### src/rtl/seq_divider.sv
// Sequential restoring divider: one quotient bit per clock, fixed latency,
// divide-by-zero short-circuits straight to the result cycle.
module seq_divider #(
    parameter int WIDTH = 8
) (
    input  logic             clk,
    input  logic             rst,
    input  logic             start,
    input  logic [WIDTH-1:0] dividend,
    input  logic [WIDTH-1:0] divisor,
    output logic             ready,
    output logic             done,
    output logic [WIDTH-1:0] quotient,
    output logic [WIDTH-1:0] remainder,
    output logic             div_by_zero
);

    localparam int CW = $clog2(WIDTH + 1);

    typedef enum logic [1:0] {
        IDLE,
        BUSY,
        DONE
    } state_t;

    state_t           state_q, state_d;
    logic [CW-1:0]    count_q, count_d;
    logic [WIDTH:0]   partRem_q, partRem_d;
    logic [WIDTH-1:0] shiftReg_q, shiftReg_d;
    logic [WIDTH-1:0] divisor_q, divisor_d;
    logic [WIDTH-1:0] quotient_q, quotient_d;
    logic [WIDTH-1:0] remainder_q, remainder_d;
    logic             divByZero_q, divByZero_d;

    logic [WIDTH+1:0] shifted;
    logic [WIDTH+1:0] trial;
    logic             qBit;

    // shiftReg starts as the dividend; its MSB feeds the partial remainder
    // and the freshly decided quotient bit enters at its LSB.
    always_comb begin
        shifted     = {partRem_q, shiftReg_q[WIDTH-1]};
        trial       = shifted - {2'b00, divisor_q};
        qBit        = ~trial[WIDTH+1];

        state_d     = state_q;
        count_d     = count_q;
        partRem_d   = partRem_q;
        shiftReg_d  = shiftReg_q;
        divisor_d   = divisor_q;
        quotient_d  = quotient_q;
        remainder_d = remainder_q;
        divByZero_d = divByZero_q;

        case (state_q)
            IDLE: begin
                if (start) begin
                    if (divisor != '0) begin
                        state_d    = BUSY;
                        count_d    = CW'(WIDTH);
                        partRem_d  = '0;
                        shiftReg_d = dividend;
                        divisor_d  = divisor;
                    end else begin
                        state_d     = DONE;
                        quotient_d  = '1;
                        remainder_d = dividend;
                        divByZero_d = 1'b1;
                    end
                end
            end
            BUSY: begin
                partRem_d  = qBit ? trial[WIDTH:0] : shifted[WIDTH:0];
                shiftReg_d = {shiftReg_q[WIDTH-2:0], qBit};
                count_d    = count_q - CW'(1);
                if (count_q == CW'(1)) begin
                    state_d     = DONE;
                    quotient_d  = {shiftReg_q[WIDTH-2:0], qBit};
                    remainder_d = partRem_d[WIDTH-1:0];
                    divByZero_d = 1'b0;
                end
            end
            DONE: begin
                state_d = IDLE;
            end
            default: begin
                state_d = IDLE;
            end
        endcase
    end

    always_ff @(posedge clk) begin
        if (rst) begin
            state_q     <= IDLE;
            count_q     <= '0;
            partRem_q   <= '0;
            shiftReg_q  <= '0;
            divisor_q   <= '0;
            quotient_q  <= '0;
            remainder_q <= '0;
            divByZero_q <= 1'b0;
        end else begin
            state_q     <= state_d;
            count_q     <= count_d;
            partRem_q   <= partRem_d;
            shiftReg_q  <= shiftReg_d;
            divisor_q   <= divisor_d;
            quotient_q  <= quotient_d;
            remainder_q <= remainder_d;
            divByZero_q <= divByZero_d;
        end
    end

    assign ready       = (state_q == IDLE);
    assign done        = (state_q == DONE);
    assign quotient    = quotient_q;
    assign remainder   = remainder_q;
    assign div_by_zero = divByZero_q;

endmodule
### config.mk
export PLATFORM = sky130hd
export DESIGN_NAME = seq_divider
export DESIGN_NICKNAME = d
export VERILOG_FILES = /design/src/rtl/seq_divider.sv
export SDC_FILE = /design/constraint.sdc
export NUM_CORES = 1
export LEC_CHECK = 0
export CAP_MARGIN = 10
export CORE_MARGIN = 1
export CORE_UTILIZATION = 55
export DETAILED_ROUTE_END_ITERATION = 8
export PLACE_DENSITY = 0.84
export SLEW_MARGIN = 30
export SYNTH_ARGS = -nofsm -noshare
export SYNTH_HDL_FRONTEND = slang
export SYNTH_SLANG_ARGS = --single-unit
### constraint.sdc
create_clock -name clk -period 5.2 [get_ports clk]
set_input_delay 1.04 -clock clk [delete_from_list [all_inputs] [get_ports clk]]
set_output_delay 1.04 -clock clk [all_outputs]
set_load 0.1 [all_outputs]
### Yosys cells after proc, flatten, opt, wreduce, memory -nomap -nowiden

Index checks and enable logic that the tools add are counted.
W data, S select, Z words.

* register bits after elaboration: 48
* input port bits: 19
* output and inout port bits: 19
* logic and storage cells: 51

* $add $sub $neg: 2
* equality and inequality tests: 7
* multiplexer cells: 26
* bitwise operators: 1
* reductions and logical operators: 7

Operator list (count)
* $mux W8: 8
* $pmux W8 S2: 3
* $mux W9: 3
* $pmux W9 S2: 1
* $sub A10 B8 Y10: 1
* $mux W4: 2
* $pmux W4 S2: 1
* $reduce_bool A8 Y1: 1
* $mux W2: 3
* $ne A2 B2 Y1 const B: 3
* $reduce_and A3 Y1: 2
* $eq A4 B1 Y1 const B: 1
* $pmux W2 S2: 1
* $reduce_and A4 Y1: 1
* $sub A4 B1 Y4 const B: 1
* $mux W1: 3
* $eq A2 B1 Y1 const B: 1
* $eq A2 B2 Y1 const B: 1
* $logic_not A2 Y1: 1
* $ne A2 B1 Y1 const B: 1
* $pmux W1 S2: 1
* $reduce_and A2 Y1: 1
* $reduce_bool A2 Y1: 1
* $not A1 Y1: 1

### Longest topological paths before layout

Gate-level depths: netlist of the first run.

* depth after elaboration: 4
* mapped depth: 10
* gate-level depth less buffers: 10

### Least setup slack after synthesis of the first run

OpenSTA, ideal clock, no wires.

* path kind: reg-to-output
* from: reg state_q[1]
* to: out done
* arrival time: 1995 ps
* data required time: 4160 ps
* slack: 2165 ps
* cell stages (with the launch flop): 3
* buffers on the path: 1
* cell sequence: dfxtp_1 -> clkbuf_1 -> nor2b_1

* cells in the longest elaborated chain, start to end: 1

RTL lines
* start: declaration: RTL line 26 `state_t state_q, state_d;`
* start signal: assignment: RTL line 103 `state_q <= state_d;`
* $eq A2 B2 Y1: RTL line 115 `assign done = (state_q == DONE);`
* end: declaration: RTL line 12 `output logic done,`

Every way passes these cells.

### Final worst setup path of the first run

* from: in divisor[7]
* to: reg remainder_q[6], in the netlist remainder[6]

* cells in the longest elaborated chain, start to end: 3

RTL lines
* start: declaration: RTL line 10 `input logic [WIDTH-1:0] divisor,`
* $reduce_bool A8 Y1: RTL line 58 `if (divisor != '0) begin`
* $ne A2 B2 Y1 (no line)
* $reduce_and A4 Y1 (no line)
* end signal: assignment: RTL line 109 `remainder_q <= remainder_d;`
* end: declaration: RTL line 32 `logic [WIDTH-1:0] remainder_q, remainder_d;`

Every way passes these cells.
A chain may end at the register's enable or synchronous reset.

==> results of run 1 <==
-- cell families (layout without fill, tap and decap cells) --
group                      count (synthesis)  count (layout)  synth area share
adders and majority gates                 11              11            0.0559
AOI/OAI and AO/OA                         86              86             0.232
xor gates and xnor gates                   8               8            0.0270
muxes                                      6               6            0.0231
buffers and inverters                     39              70            0.0612
DFF                                       48              48             0.370
and+or+nand+nor                          135             135             0.231
-- worst max-delay path by stage --
stage	endpoint	slack [ns]	from
after detailed placement	remainder[6]$_SDFFE_PP0P_	1.45	divisor[7]
after CTS	remainder[6]$_SDFFE_PP0P_	1.74	divisor[7]
after global placement	remainder[7]$_SDFFE_PP0P_	1.55	divisor[3]
after global routing	remainder[6]$_SDFFE_PP0P_	1.57	divisor[7]
final	remainder[6]$_SDFFE_PP0P_	1.71	divisor[7]
after floorplan	done	2.16	state_q[1]$_SDFFE_PP0P_
-- area by class of cell --
cell class	count	area, µm²	area share
clock buffer	7	86.3	0.0281
clock inverter	1	7.51	0.00244
inverter	22	82.6	0.0269
multi-input combinational	246	1480	0.481
sequential	48	961	0.313
tap	52	65.1	0.0212
timing repair buffer	40	393	0.128
-- cells in the mapped netlist, drive strengths merged (2+ instances only) --
| master | number |
|---|---|
| o2111ai | 2 |
| or4 | 4 |
| nor4 | 8 |
| nor3 | 4 |
| nand2 | 65 |
| clkbuf | 12 |
| o211ai | 3 |
| o21ai | 22 |
| nor2 | 33 |
| ha | 10 |
| inv | 22 |
| mux2i | 6 |
| o211a | 2 |
| buf | 5 |
| a21oi | 17 |
| a211o | 3 |
| a211oi | 6 |
| dfxtp | 48 |
| a31oi | 5 |
| a32oi | 2 |
| nand3 | 6 |
| a32o | 2 |
| xnor2 | 3 |
| xor2 | 5 |
| nand2b | 4 |
| or3 | 5 |
| a311oi | 14 |
-- critical path, stage by stage --
cell	delay, ns
clkdlybuf4s50_1	0.43
or4_1	0.56
or2_1	0.36
a21boi_4	0.59
o21ai_0	0.28
nor4b_1	0.32
or3_1	0.16
-- power by group through the flow --
stage / combinational [mW] / clock, mW / sequential (mW)
2_1_floorplan: 0.359 / 0 / 0.519
3_3_place_gp: 0.545 / 0 / 0.451
3_5_place_dp: 0.552 / 0 / 0.452
4_1_cts: 0.556 / 0.235 / 0.444
5_1_grt: 0.607 / 0.246 / 0.451
6_report: 0.562 / 0.236 / 0.445
-- state kept, by name, indices dropped and copies added, names as in the netlist --
signal	flops
remainder	8
count_q	4
div_by_zero	1
partRem_q	9
quotient	8
divisor_q	8
shiftReg_q	8
state_q	2
-- through the flow --
stage	area [µm²]	utilization
floorplan	2600	-
global placement	2980	0.670
detailed placement	2980	0.670
CTS	3070	0.691
global route	3070	0.691
finish	3070	0.691
-- metal layers --
layer / vias up / GRT usage / share of wire
met5: - / 0 / 0
met4: 0 / 0.0844 / 0.012
met3: 8 / 0.0385 / 0.054
met2: 76 / 0.416 / 0.47
met1: 1159 / 0.329 / 0.47
li1: 1237 / - / -
==> impl_metrics.csv, run 1 <==
group,metric,value,unit
floorplanning,die_y,70.7,µm
timing,fmax,287,MHz
worst_hold_path,holdPathEnd,"divisor_q[3]$_SDFFE_PP0P_",
final_layout,drive_gt1_frac,0.0385,
setup_path,reg2reg_depth,6,
place,gp_congestion,0.897,
floorplanning,die_x,70.7,µm
yosys,ys.warnings.count,0,
setup_path,arrival,3.74,ns
cts,clkLatencyLatePin,0.30,ns
yosys,synth_seq_cells,48,
global_route,antenna_found_initial,0,
timing,tns,0,ns
setup_path,reg2reg_slack,1.83,ns
yosys,ys.flop_type,"dfxtp_1",
place,dp_cells,408,
pwr,power_density,405,nW/µm²
worst_hold_path,hold_path_depth,2,
run_status,violations,"design-rule violations",
job,drv_cap,0,
cts,post-cts-setup-buffer-count,0,
yosys,syn_area,2600,µm²
setup_path,worstPathMaxFanout,26,
setup_path,critPathCaptureType,"flip-flop",
timing,worst_pin_slew,0.975,ns
global_route,grt_usage,0.249,
timing,whs,0.459,ns
floorplanning,die-area,5000,µm²
global_route,grt_pass1_vias,2263,
floorplanning,start_util,0.584,
yosys,yosys.area.top_type_share,0.370,
pwr,p_sw_frac,0.427,
yosys,synth_top_area_cell,"dfxtp_1",
final_layout,syn_to_final_growth,18.3,%
place,place_worst_setup_slack,1.45,ns
yosys,synth_enable_flop_cells,0,
cts,holdBufCountCts,0,
final_layout,mostFrequentLayoutCell,"nand2_1",
cts,cts.repair.resized,0,
final_layout,nFillCells,395,
cts,cts.path.max_buffers,2,
yosys,async_flop_share,0,
yosys,syn_nets,363,
floorplanning,placementRows,24,
timing,fin_ws,1.71,ns
timing,period_share,0.671,
final_layout,n_antenna_cell,0,
yosys,post_synth_inst_count,333,
routing,drc_errors,10,
global_route,overflow,0,
final_layout,nets,393,
pwr,power_switching,0.531,mW
yosys,ys_types,44,
setup_path,crit_required,5.45,ns
timing,drv_slew,0,
setup_path,worst-setup-path-type,"input pin to flip-flop",
worst_hold_path,min_path_type,"flip-flop to flip-flop",
timing,maxSlewHeadroom,0.348,
timing,rsz0062_at_grt,"no",
floorplanning,io_pins,38,
setup_path,critPathLaunchType,"input pin",
timing,period_needed,3.49,ns
routing,via_count,2480,
routing,drt_first_pass_iters,6,
timing,finClkSkew,0.00768,ns
cts,htree_levels,2,
yosys,syn_area_per_cell,7.80,µm²
yosys,seq_area_frac_synth,0.370,
place,numPortBuffers,37,
routing,wl,6050,µm
cts,cts_made_buffers,5,
floorplanning,fp.coreArea,4440,µm²
routing,detail_route.wl_per_cell,14.5,µm
setup_path,rr_endpoint,"remainder[6]$_SDFFE_PP0P_",
final_layout,fin_cells,416,
place,dp_hpwl,4290,µm
final_layout,layout_common_cells,"65 x nand2_1, 48 x dfxtp_1, 37 x clkdlybuf4s50_1",
cts,cts_root_buf,"clkbuf_8",
pwr,sequentialPowerShare,0.358,
global_route,grt_pass1_wl,10000,µm
timing,hold_viol,0,
yosys,synth_top_cells_by_area,"dfxtp_1 37%, nand2_1 9.4%, ha_1 4.8%, nor2_1 4.8%, a311oi_1 4.7%",
routing,drt_iter0_markers,176,
pwr,ir_drop,254,µV
routing,avgViaCountPerCell,5.96,
pwr,p_leak,1.17,nW
routing,postRouteAntennaNets,0,
timing,setup_violations,0,
worst_hold_path,hp-start,"divisor_q[3]$_SDFFE_PP0P_",
pwr,p_comb_frac,0.452,
run_status,status,"finished with violations",
cts,cts_tree,"built",
cts,clock-sinks,48,
pwr,power_frac_clock,0.190,
pwr,p_int,0.712,mW
cts,path_clk_slew,0.08,ns
setup_path,timing.rr.start,"state_q[0]$_SDFFE_PP0P_",
pwr,total_power,1.24,mW
global_route,grt_max_degree,42,
(Power assumes the default switching activity.)
==> inputs of run 2 (changes only) <==
--- a/config.mk
+++ b/config.mk
@@ -7,9 +7,9 @@
 export LEC_CHECK = 0
 export CAP_MARGIN = 10
 export CORE_MARGIN = 1
-export CORE_UTILIZATION = 55
+export CORE_UTILIZATION = 54
 export DETAILED_ROUTE_END_ITERATION = 8
-export PLACE_DENSITY = 0.84
+export PLACE_DENSITY = 0.82
 export SLEW_MARGIN = 30
 export SYNTH_ARGS = -nofsm -noshare
 export SYNTH_HDL_FRONTEND = slang
==> constraint.sdc (replaced) <==
create_clock -name clk -period 3.6 [get_ports clk]
set_input_delay 0.72 -clock clk [delete_from_list [all_inputs] [get_ports clk]]
set_output_delay 0.72 -clock clk [all_outputs]
set_load 0.1 [all_outputs]
==> run 2 against run 1 <==
  * The run still ends with design-rule violations left
  * Wire length decreased by 0.26%
  * Power increased by 42%
  * First-iteration DRC count decreased by 14%
  * Critical path depth unchanged
  * Largest power group unchanged
==> impl_metrics.csv, run 2 (synthesized netlist as in run 1, its figures left out) <==
group,metric,value,unit
run_status,status,"finished with violations",
run_status,violations,"design-rule violations",
cts,cts_root_buf,"clkbuf_8",
setup_path,crit_required,3.84,ns
timing,tns,0,ns
floorplanning,fp.coreArea,4470,µm²
cts,htree_levels,2,
cts,clkLatencyLatePin,0.29,ns
pwr,ir_drop,297,µV
routing,wl,6030,µm
floorplanning,die-area,5090,µm²
final_layout,utilization,0.687,
place,gp_congestion,0.931,
timing,period_share,0.795,
setup_path,worstPathMaxFanout,14,
setup_path,timing.rr.start,"partRem_q[5]$_SDFFE_PP0P_",
worst_hold_path,hold_path_depth,2,
timing,period_needed,2.86,ns
final_layout,final_area,3070,µm²
final_layout,fin_cells,418,
timing,finClkSkew,0.00544,ns
place,numPortBuffers,37,
final_layout,largest-register,"partRem_q",
setup_path,critPathCaptureType,"flip-flop",
setup_path,worst-setup-path-type,"input pin to flip-flop",
worst_hold_path,min_path_type,"flip-flop to flip-flop",
job,drv_cap,0,
cts,post-cts-setup-buffer-count,0,
final_layout,n_antenna_cell,0,
cts,cts_made_buffers,5,
setup_path,rr_endpoint,"remainder[3]$_SDFFE_PP0P_",
timing,rsz0062_at_grt,"no",
floorplanning,die_y,71.4,µm
place,dp_hpwl,4420,µm
global_route,antenna_found_initial,0,
timing,worst_pin_slew,0.971,ns
global_route,grt_usage,0.253,
timing,maxSlewHeadroom,0.351,
final_layout,drive_gt1_frac,0.0492,
floorplanning,io_pins,38,
floorplanning,start_util,0.581,
place,placed_cell_area,3000,µm²
final_layout,syn_to_final_growth,18.4,%
routing,drt_first_pass_iters,6,
final_layout,layout_common_cells,"65 x nand2_1, 48 x dfxtp_1, 35 x clkdlybuf4s50_1",
setup_path,arrival,3.11,ns
timing,hold_viol,0,
setup_path,reg2reg_depth,7,
cts,holdBufCountCts,0,
pwr,power_density,573,nW/µm²
final_layout,mostFrequentLayoutCell,"nand2_1",
floorplanning,placementRows,24,
routing,avgViaCountPerCell,5.82,
cts,path_clk_slew,0.09,ns
timing,fmax,349,MHz
cts,cts.path.max_buffers,2,
routing,detail_route.wl_per_cell,14.4,µm
global_route,overflow,0,
setup_path,critPathLaunchType,"input pin",
routing,postRouteAntennaNets,0,
worst_hold_path,hp-start,"divisor_q[7]$_SDFFE_PP0P_",
cts,clock-sinks,48,
floorplanning,die_x,71.4,µm
pwr,p_leak,1.18,nW
cts,cts.repair.resized,0,
cts,cts_tree,"built",
global_route,grt_pass1_wl,10300,µm
routing,via_count,2433,
global_route,grt_max_degree,41,
worst_hold_path,holdPathEnd,"divisor_q[7]$_SDFFE_PP0P_",
routing,drt_iter0_markers,152,
timing,setup_violations,0,
final_layout,largest_reg_flops,9,
routing,drc_errors,4,
setup_path,reg2reg_slack,0.92,ns
pwr,total_power,1.76,mW
final_layout,nets,396,
timing,drv_slew,0,
place,dp_cells,411,
global_route,grt_pass1_vias,2237,
[run 2: cell count changes in the layout (fill, tap and decap cells not counted), sizes merged]
cell | previous run | this run
clkinv | 0 | 1
clkdlybuf4s50 | 37 | 35
clkbuf | 7 | 6
clkinvlp | 1 | 0
buf | 3 | 8
[run 2: routing by layer]
metal	routed length [µm]	GRT usage
met1	2820	0.340
met2	2820	0.420
met3	311	0.0338
met4	76	0.0822
met5	0	0
[run 2: worst max-delay path: stages]
cell and delay (ns):
clkdlybuf4s50_1 0.42, or4_4 0.55, or2_1 0.38, a21boi_4 0.38, nor2_1 0.10, or4_1 0.47, nand3_1 0.09
[run 2: worst max path at each step]
stage                                            to                     from
final                     remainder[7]$_SDFFE_PP0P_               divisor[3]
after global routing      remainder[6]$_SDFFE_PP0P_               divisor[7]
after CTS                 remainder[7]$_SDFFE_PP0P_               divisor[3]
after detailed placement  remainder[7]$_SDFFE_PP0P_               divisor[3]
after global placement    remainder[7]$_SDFFE_PP0P_               divisor[3]
after floorplan           remainder[7]$_SDFFE_PP0P_  state_q[0]$_SDFFE_PP0P_
[run 2: power breakdown]
group          total [mW]  switching (mW)  internal, mW
sequential          0.644          0.0550         0.589
clock               0.305           0.172         0.132
combinational       0.814           0.528         0.286
total                1.76           0.755          1.01
[run 2: through the flow]
step / hold slack (ns) / worst slack (ns)
floorplan: 0.436 / 0.572
CTS: 0.459 / 0.732
detailed placement: 0.447 / 0.432
global route: 0.484 / 0.575
finish: 0.455 / 0.737
global placement: 0.444 / 0.494
[run 2: final cells by class]
cell class | instances | area (µm²)
Clock inverter | 1 | 5.00
Clock buffer | 6 | 72.6
Inverter | 22 | 82.6
Multi-Input combinational cell | 246 | 1480
Tap cell | 52 | 65.1
Fill cell | 385 | 1400
Sequential cell | 48 | 961
Timing Repair Buffer | 43 | 410
